===== src/rtl/mult_arb_pkg.sv =====
// Shared constants and helpers for the multiplier arbiter slice.
package mult_arb_pkg;

  // Default fixed-point format of operands and products (Q5.10 in 16 bits)
  localparam int DEF_WIDTH = 16;
  localparam int DEF_FRAC  = 10;

  // Width of a requester id; at least one bit even for tiny arbiters
  function automatic int id_width(input int num_req);
    int w;
    w = $clog2(num_req);
    return (w < 1) ? 1 : w;
  endfunction

  // Effective pipeline latency: a zero-depth multiplier still registers once
  function automatic int latency(input int delay);
    return (delay < 1) ? 1 : delay;
  endfunction

  // Width of the in-flight counter, able to hold 0..L+1
  function automatic int cnt_width(input int lat);
    return $clog2(lat + 2);
  endfunction

endpackage


===== src/rtl/mult_arbiter_if.sv =====
// Requester and result bus of the shared multiplier arbiter.
interface mult_arbiter_if
  import mult_arb_pkg::*;
#(
  parameter int NUM_REQ       = 4,
  parameter int INPUT_A_WIDTH = DEF_WIDTH,
  parameter int INPUT_B_WIDTH = DEF_WIDTH,
  parameter int OUTPUT_WIDTH  = DEF_WIDTH
) ();

  localparam int ID_WIDTH = id_width(NUM_REQ);

  logic [NUM_REQ-1:0]               req_valid;
  logic [NUM_REQ*INPUT_A_WIDTH-1:0] req_a;
  logic [NUM_REQ*INPUT_B_WIDTH-1:0] req_b;
  logic [NUM_REQ-1:0]               req_ready;
  logic                             res_valid;
  logic [ID_WIDTH-1:0]              res_id;
  logic [OUTPUT_WIDTH-1:0]          res_data;
  logic                             res_ready;
  logic                             idle;

  // Arbiter side
  modport slave (
    input  req_valid, req_a, req_b, res_ready,
    output req_ready, res_valid, res_id, res_data, idle
  );

  // Requester / consumer side
  modport master (
    output req_valid, req_a, req_b, res_ready,
    input  req_ready, res_valid, res_id, res_data, idle
  );

endinterface


===== src/rtl/multiplier.sv =====
// Pipelined signed fixed-point multiplier with a global stall.
// Product is rescaled to the output fraction by arithmetic shift (truncation)
// and wrapped to the output width. Only the done pipeline is reset.
module multiplier
  import mult_arb_pkg::*;
#(
  parameter int INPUT_A_WIDTH = DEF_WIDTH,
  parameter int INPUT_B_WIDTH = DEF_WIDTH,
  parameter int INPUT_A_FRAC  = DEF_FRAC,
  parameter int INPUT_B_FRAC  = DEF_FRAC,
  parameter int OUTPUT_WIDTH  = DEF_WIDTH,
  parameter int OUTPUT_FRAC   = DEF_FRAC,
  parameter int DELAY         = 3
) (
  input  logic                            clk,
  input  logic                            reset,
  input  logic                            stall,
  input  logic                            en,
  input  logic signed [INPUT_A_WIDTH-1:0] a,
  input  logic signed [INPUT_B_WIDTH-1:0] b,
  output logic signed [OUTPUT_WIDTH-1:0]  out,
  output logic                            done
);

  localparam int PW    = INPUT_A_WIDTH + INPUT_B_WIDTH;
  localparam int SHIFT = INPUT_A_FRAC + INPUT_B_FRAC - OUTPUT_FRAC;
  localparam int L     = latency(DELAY);

  // Drop excess fraction bits (truncate toward -inf) and wrap to output width
  function automatic logic signed [OUTPUT_WIDTH-1:0] fmt_product(
    input logic signed [PW-1:0] p
  );
    logic signed [PW-1:0] s;
    s = p >>> SHIFT;
    return OUTPUT_WIDTH'(s);
  endfunction

  logic signed [PW-1:0]           prod;
  logic signed [OUTPUT_WIDTH-1:0] data_p [L];
  logic                           vld_p  [L];

  assign prod = a * b;

  // Data pipeline: first stage multiplies and formats, rest only delay
  always_ff @(posedge clk) begin
    if (!stall) begin
      data_p[0] <= fmt_product(prod);
      for (int i = 1; i < L; i++) data_p[i] <= data_p[i-1];
    end
  end

  // Completion flag pipeline, synchronously cleared
  always_ff @(posedge clk) begin
    if (reset) begin
      for (int i = 0; i < L; i++) vld_p[i] <= 1'b0;
    end else if (!stall) begin
      vld_p[0] <= en;
      for (int i = 1; i < L; i++) vld_p[i] <= vld_p[i-1];
    end
  end

  assign out  = data_p[L-1];
  assign done = vld_p[L-1];

endmodule


===== src/rtl/mult_arbiter.sv =====
// Round-robin sharing of one pipelined multiplier among NUM_REQ requesters.
// An id tag travels alongside each operation so results come back labelled
// with their originator; a stalled result port freezes the whole pipeline.
module mult_arbiter
  import mult_arb_pkg::*;
#(
  parameter int NUM_REQ       = 4,
  parameter int INPUT_A_WIDTH = DEF_WIDTH,
  parameter int INPUT_B_WIDTH = DEF_WIDTH,
  parameter int INPUT_A_FRAC  = DEF_FRAC,
  parameter int INPUT_B_FRAC  = DEF_FRAC,
  parameter int OUTPUT_WIDTH  = DEF_WIDTH,
  parameter int OUTPUT_FRAC   = DEF_FRAC,
  parameter int DELAY         = 3
) (
  input  logic          clk,
  input  logic          reset,
  mult_arbiter_if.slave bus
);

  localparam int ID_WIDTH = id_width(NUM_REQ);
  localparam int L        = latency(DELAY);
  localparam int CNT_W    = cnt_width(L);

  logic                            stall;
  logic                            accept;
  logic                            res_hs;
  logic [NUM_REQ-1:0]              grant;
  logic [ID_WIDTH-1:0]             grant_id;
  logic [ID_WIDTH-1:0]             ptr;
  logic signed [INPUT_A_WIDTH-1:0] a_sel;
  logic signed [INPUT_B_WIDTH-1:0] b_sel;
  logic signed [OUTPUT_WIDTH-1:0]  mult_out;
  logic                            mult_done_unused;
  logic                            vld_p [L];
  logic [ID_WIDTH-1:0]             id_p  [L];
  logic [CNT_W-1:0]                inflight;

  assign stall  = bus.res_valid & ~bus.res_ready;
  assign res_hs = bus.res_valid & bus.res_ready;

  // Round-robin search starting at ptr; nothing is granted while stalled
  always_comb begin
    int idx;
    grant    = '0;
    grant_id = '0;
    accept   = 1'b0;
    idx      = 0;
    if (!stall) begin
      for (int k = 0; k < NUM_REQ; k++) begin
        idx = (int'(ptr) + k) % NUM_REQ;
        if (!accept && bus.req_valid[idx]) begin
          accept      = 1'b1;
          grant[idx]  = 1'b1;
          grant_id    = ID_WIDTH'(idx);
        end
      end
    end
  end

  assign bus.req_ready = grant;

  assign a_sel = bus.req_a[int'(grant_id)*INPUT_A_WIDTH +: INPUT_A_WIDTH];
  assign b_sel = bus.req_b[int'(grant_id)*INPUT_B_WIDTH +: INPUT_B_WIDTH];

  // Pointer moves just past the requester that was served
  always_ff @(posedge clk or posedge reset) begin
    if (reset) begin
      ptr <= '0;
    end else if (accept) begin
      ptr <= (int'(grant_id) == NUM_REQ - 1) ? '0 : grant_id + 1'b1;
    end
  end

  // Tag pipeline mirrors the multiplier depth; bubbles travel as {0,0}
  always_ff @(posedge clk or posedge reset) begin
    if (reset) begin
      for (int i = 0; i < L; i++) begin
        vld_p[i] <= 1'b0;
        id_p[i]  <= '0;
      end
    end else if (!stall) begin
      vld_p[0] <= accept;
      id_p[0]  <= accept ? grant_id : '0;
      for (int i = 1; i < L; i++) begin
        vld_p[i] <= vld_p[i-1];
        id_p[i]  <= id_p[i-1];
      end
    end
  end

  // Operations accepted but whose result has not yet been handed off
  always_ff @(posedge clk or posedge reset) begin
    if (reset) begin
      inflight <= '0;
    end else begin
      case ({accept, res_hs})
        2'b10:   inflight <= inflight + 1'b1;
        2'b01:   inflight <= inflight - 1'b1;
        default: inflight <= inflight;
      endcase
    end
  end

  multiplier #(
    .INPUT_A_WIDTH (INPUT_A_WIDTH),
    .INPUT_B_WIDTH (INPUT_B_WIDTH),
    .INPUT_A_FRAC  (INPUT_A_FRAC),
    .INPUT_B_FRAC  (INPUT_B_FRAC),
    .OUTPUT_WIDTH  (OUTPUT_WIDTH),
    .OUTPUT_FRAC   (OUTPUT_FRAC),
    .DELAY         (DELAY)
  ) u_mult (
    .clk   (clk),
    .reset (reset),
    .stall (stall),
    .en    (accept),
    .a     (a_sel),
    .b     (b_sel),
    .out   (mult_out),
    .done  (mult_done_unused)
  );

  // Product is only presented alongside a valid tag so reset shows zero at once
  assign bus.res_valid = vld_p[L-1];
  assign bus.res_id    = id_p[L-1];
  assign bus.res_data  = vld_p[L-1] ? mult_out : '0;
  assign bus.idle      = (inflight == '0);

endmodule


===== src/flat_wrapper.sv =====
// flat-port wrapper written by rule: the top's interface ports become plain ports
module mult_arbiter_flat import mult_arb_pkg::*;
#(
  parameter int NUM_REQ       = 4,
  parameter int INPUT_A_WIDTH = DEF_WIDTH,
  parameter int INPUT_B_WIDTH = DEF_WIDTH,
  parameter int INPUT_A_FRAC  = DEF_FRAC,
  parameter int INPUT_B_FRAC  = DEF_FRAC,
  parameter int OUTPUT_WIDTH  = DEF_WIDTH,
  parameter int OUTPUT_FRAC   = DEF_FRAC,
  parameter int DELAY         = 3
)
  (clk, reset, bus_req_valid, bus_req_a, bus_req_b, bus_res_ready, bus_req_ready, bus_res_valid, bus_res_id, bus_res_data, bus_idle);
  mult_arbiter_if #(.NUM_REQ(NUM_REQ), .INPUT_A_WIDTH(INPUT_A_WIDTH), .INPUT_B_WIDTH(INPUT_B_WIDTH), .OUTPUT_WIDTH(OUTPUT_WIDTH)) bus_i ();
  input  logic clk;
  input  logic reset;
  input wire logic [$bits(bus_i.req_valid)-1:0] bus_req_valid;
  input wire logic [$bits(bus_i.req_a)-1:0] bus_req_a;
  input wire logic [$bits(bus_i.req_b)-1:0] bus_req_b;
  input wire logic [$bits(bus_i.res_ready)-1:0] bus_res_ready;
  output wire logic [$bits(bus_i.req_ready)-1:0] bus_req_ready;
  output wire logic [$bits(bus_i.res_valid)-1:0] bus_res_valid;
  output wire logic [$bits(bus_i.res_id)-1:0] bus_res_id;
  output wire logic [$bits(bus_i.res_data)-1:0] bus_res_data;
  output wire logic [$bits(bus_i.idle)-1:0] bus_idle;
  assign bus_i.req_valid = bus_req_valid;
  assign bus_i.req_a = bus_req_a;
  assign bus_i.req_b = bus_req_b;
  assign bus_i.res_ready = bus_res_ready;
  assign bus_req_ready = bus_i.req_ready;
  assign bus_res_valid = bus_i.res_valid;
  assign bus_res_id = bus_i.res_id;
  assign bus_res_data = bus_i.res_data;
  assign bus_idle = bus_i.idle;
  mult_arbiter #(.NUM_REQ(NUM_REQ), .INPUT_A_WIDTH(INPUT_A_WIDTH), .INPUT_B_WIDTH(INPUT_B_WIDTH), .INPUT_A_FRAC(INPUT_A_FRAC), .INPUT_B_FRAC(INPUT_B_FRAC), .OUTPUT_WIDTH(OUTPUT_WIDTH), .OUTPUT_FRAC(OUTPUT_FRAC), .DELAY(DELAY)) u_core (.clk(clk), .reset(reset), .bus(bus_i));
endmodule

===== config.mk =====
export PLATFORM = sky130hd
export DESIGN_NAME = mult_arbiter_flat
export DESIGN_NICKNAME = d
export VERILOG_FILES = /design/src/rtl/mult_arb_pkg.sv /design/src/rtl/mult_arbiter_if.sv /design/src/rtl/multiplier.sv /design/src/rtl/mult_arbiter.sv /design/src/flat_wrapper.sv
export SDC_FILE = /design/constraint.sdc
export NUM_CORES = 1
export LEC_CHECK = 0
export ABC_AREA = 1
export BUFFER_PORTS_ARGS = -buffer_cell sky130_fd_sc_hd__buf_2
export CORE_ASPECT_RATIO = 1.25
export CORE_MARGIN = 2
export CORE_UTILIZATION = 55
export DETAILED_ROUTE_END_ITERATION = 12
export PLACE_DENSITY = 0.75
export SLEW_MARGIN = 20
export SYNTH_ARGS = -nofsm -noshare
export SYNTH_HDL_FRONTEND = slang
export SYNTH_SLANG_ARGS = --single-unit

===== constraint.sdc =====
create_clock -name clk -period 7.66 [get_ports clk]
set_input_delay 0.383 -clock clk [delete_from_list [all_inputs] [get_ports clk]]
set_output_delay 0.383 -clock clk [all_outputs]
set_load 0.02 [all_outputs]

==> flow_summary.yaml <==
outcome:
  status: "finished clean"
logic_synthesis:
  synth_ff_type: "edfxtp_1"
  yosys.cell_types.count: 51
  yosysTopAreaCell: "fa_1"
  seq_area_frac_synth_pct: 14.2
  syn_nets: 1967
  yosys.cell_count.top_type: "inv_1"
  yosysTopAreaCellShare_pct: 33.2
  syn_area_um2: 12600
  synthTopCellsByArea: "fa_1 33%, edfxtp_1 11%, inv_1 11%"
  synth-seq-cells: 62
  synth.avg_cell_area_um2: 8.17
  syn_inst: 1542
  ys.warnings.count: 0
  async_flop_share_pct: 22.6
  synth_edf_count: 48
  synth_common_cells: "370 x inv_1, 319 x nand2_1, 209 x fa_1"
global_route:
  grt_max_degree: 61
  antenna_found_initial: 1
  grt_overflow_total: 0
  grt_pass1_wl_mm: 57.7
  grt_pass1_vias: 11700
  gr-usage-all-layers_pct: 30.4
place:
  port_buffers: 158
  pre_cts_ws_ns: 0.0638
  gp_congestion: 1.01
  hpwlAfterDp_mm: 29.5
floorplanning:
  std_cell_rows: 61
  floorplan.initialDensity_pct: 56.3
  die_x_um: 139
  dieHeight_um: 173
  core_area_um2: 22400
  dieArea_um2: 24100
  ios: 159
finish:
  fillers: 1872
  nNetsFinal: 2199
  register_area_um2: 1790
  drive_gt1_share_pct: 23.2
  multi_input_area_um2: 9280
  area_growth_pct: 18.5
sta:
  rsz0062_at_grt: "yes"
  finalHoldViolations: 0
  fmax_ghz: 0.135
  holdWs_ns: 0.0778
  maxSlewHeadroom_pct: 50.7
  fin_skew_ns: 0.00635
  period_share_pct: 96.8
  worst_slack_ns: 0.248
  setup_tns_ns: 0
  drv_slew: 0
  fin_crit_ns: 7.41
  worstMarginPinSlew_ns: 0.740
  setup_violations: 0
clocking:
  cts_buffer_depth: 2
  cts.sinks: 62
  clk_pin_slew_ns: 0.06
  numCtsBuffers: 9
  clk_latency_ns: 0.34
  tritoncts: "yes"
  root_buffer: "clkbuf_16"
  htreeDepth: 3
run:
  cap_violations: 0
detailed_routing:
  drc_errors: 0
  routedWlPerCell_um: 17.5
  vias: 11100
  ant_nets: 0
  drtPass1Iterations: 6
  via_per_inst: 5.39
  routed_wl_mm: 36.1
  drtIter0Drc: 1106
critical_path:
  critPathRequiredTime_ns: 7.75
  crit_path_start_kind: "flip-flop"
  slowest_delay_ns: 0.54
  cp.arrival_ns: 7.51
  cp_max_fo: 12
  critPathCaptureType: "flip-flop"
  critical_path_class: "reg -> reg"
  cpMaxStageDelayCell: "fa_1"
worst_hold_path:
  hold_class: "in -> async"
repair_timing:
action / CTS / global route
buffers inserted: 0 / 24
hold buffers: 0 / 0
resized for setup: 0 / 58
setup endpoints to repair: 0 / 12
sequential cells by signal, summed over array words and instances (netlist names):
signal and count:
u_core.bus.res_id 2, u_core.bus.res_valid 1, u_core.id_p 4, u_core.inflight 3
u_core.ptr 2, u_core.u_mult.data_p 48, u_core.vld_p 2
kinds of logic (layout without fill, tap and decap cells):
kind of cell / after synthesis / count (layout) / synth area share, %
and+or+nand+nor: 633 / 633 / 22.1
other: 0 / 1 / 0
xor gates and xnor gates: 25 / 25 / 1.74
adders and majority gates: 290 / 290 / 41.3
buffers and inverters: 433 / 670 / 13.8
muxes: 4 / 4 / 0.358
DFF: 62 / 62 / 14.2
AOI/OAI and AO/OA: 95 / 95 / 6.50
metal layers:
layer  GRT usage, %  up-vias  share of wire, %
li1               -     5092                 -
met1           36.1     5409                36
met3           3.96      140               6.5
met4           14.1        0               5.7
met2           54.5      480                52
met5              0        -                 0
final cells by class:
type,count,share of cell area [%]
multi-input cells,1047,62.2
flip-flops and latches,62,12.0
repair buffers,262,11.4
inverters,392,9.96
well taps,283,2.37
clock buffers,10,1.53
clock inverters,6,0.578
diodes,1,0.0168
layout by cell type, fill, tap and decap left out, drive strengths merged, types with 28 or more instances in the layout:
| master | instances |
|---|---|
| nor2 | 161 |
| nand2 | 343 |
| buf | 261 |
| or2 | 28 |
| ha | 81 |
| fa | 209 |
| edfxtp | 48 |
| inv | 388 |
| nand3 | 60 |
| nand4 | 32 |
final timing paths:
kind	from	end	slack, ns	depth (start not counted)
worst min-delay path	reset	u_core.inflight[0]	0.08	2
worst max register to register	u_core.ptr[0]	u_core.u_mult.data_p[0][12]	0.25	38
max in group asynchronous	reset	u_core.id_p[3]	7.23	2
min in group clk	u_core.u_mult.data_p[0][5]	u_core.u_mult.data_p[0][21]	0.41	0
worst min register to register	u_core.u_mult.data_p[0][5]	u_core.u_mult.data_p[0][21]	0.41	0
worst max-delay path	u_core.ptr[0]	u_core.u_mult.data_p[0][12]	0.25	38
through the flow:
stage / util [%] / cell area, µm² / std cells
after floorplan: - / 12600 / 1542
after global placement: 63.2 / 14100 / 2021
after detailed placement: 63.2 / 14100 / 2021
after CTS: 64.6 / 14400 / 2037
after global routing: 66.7 / 14900 / 2063
final: 66.7 / 14900 / 2063
worst max-delay path: cells and delay by family (launching register included):
family / cells / cell delay, ns
buf+inv: 9 / 0.89
flops: 1 / 0.43
compound gates: 1 / 0.33
fa+ha+maj: 8 / 3.45
simple gates: 20 / 2.03
Power is not shown: default switching activity piles up to over one toggle a cycle in this logic, so the estimate is an artifact.
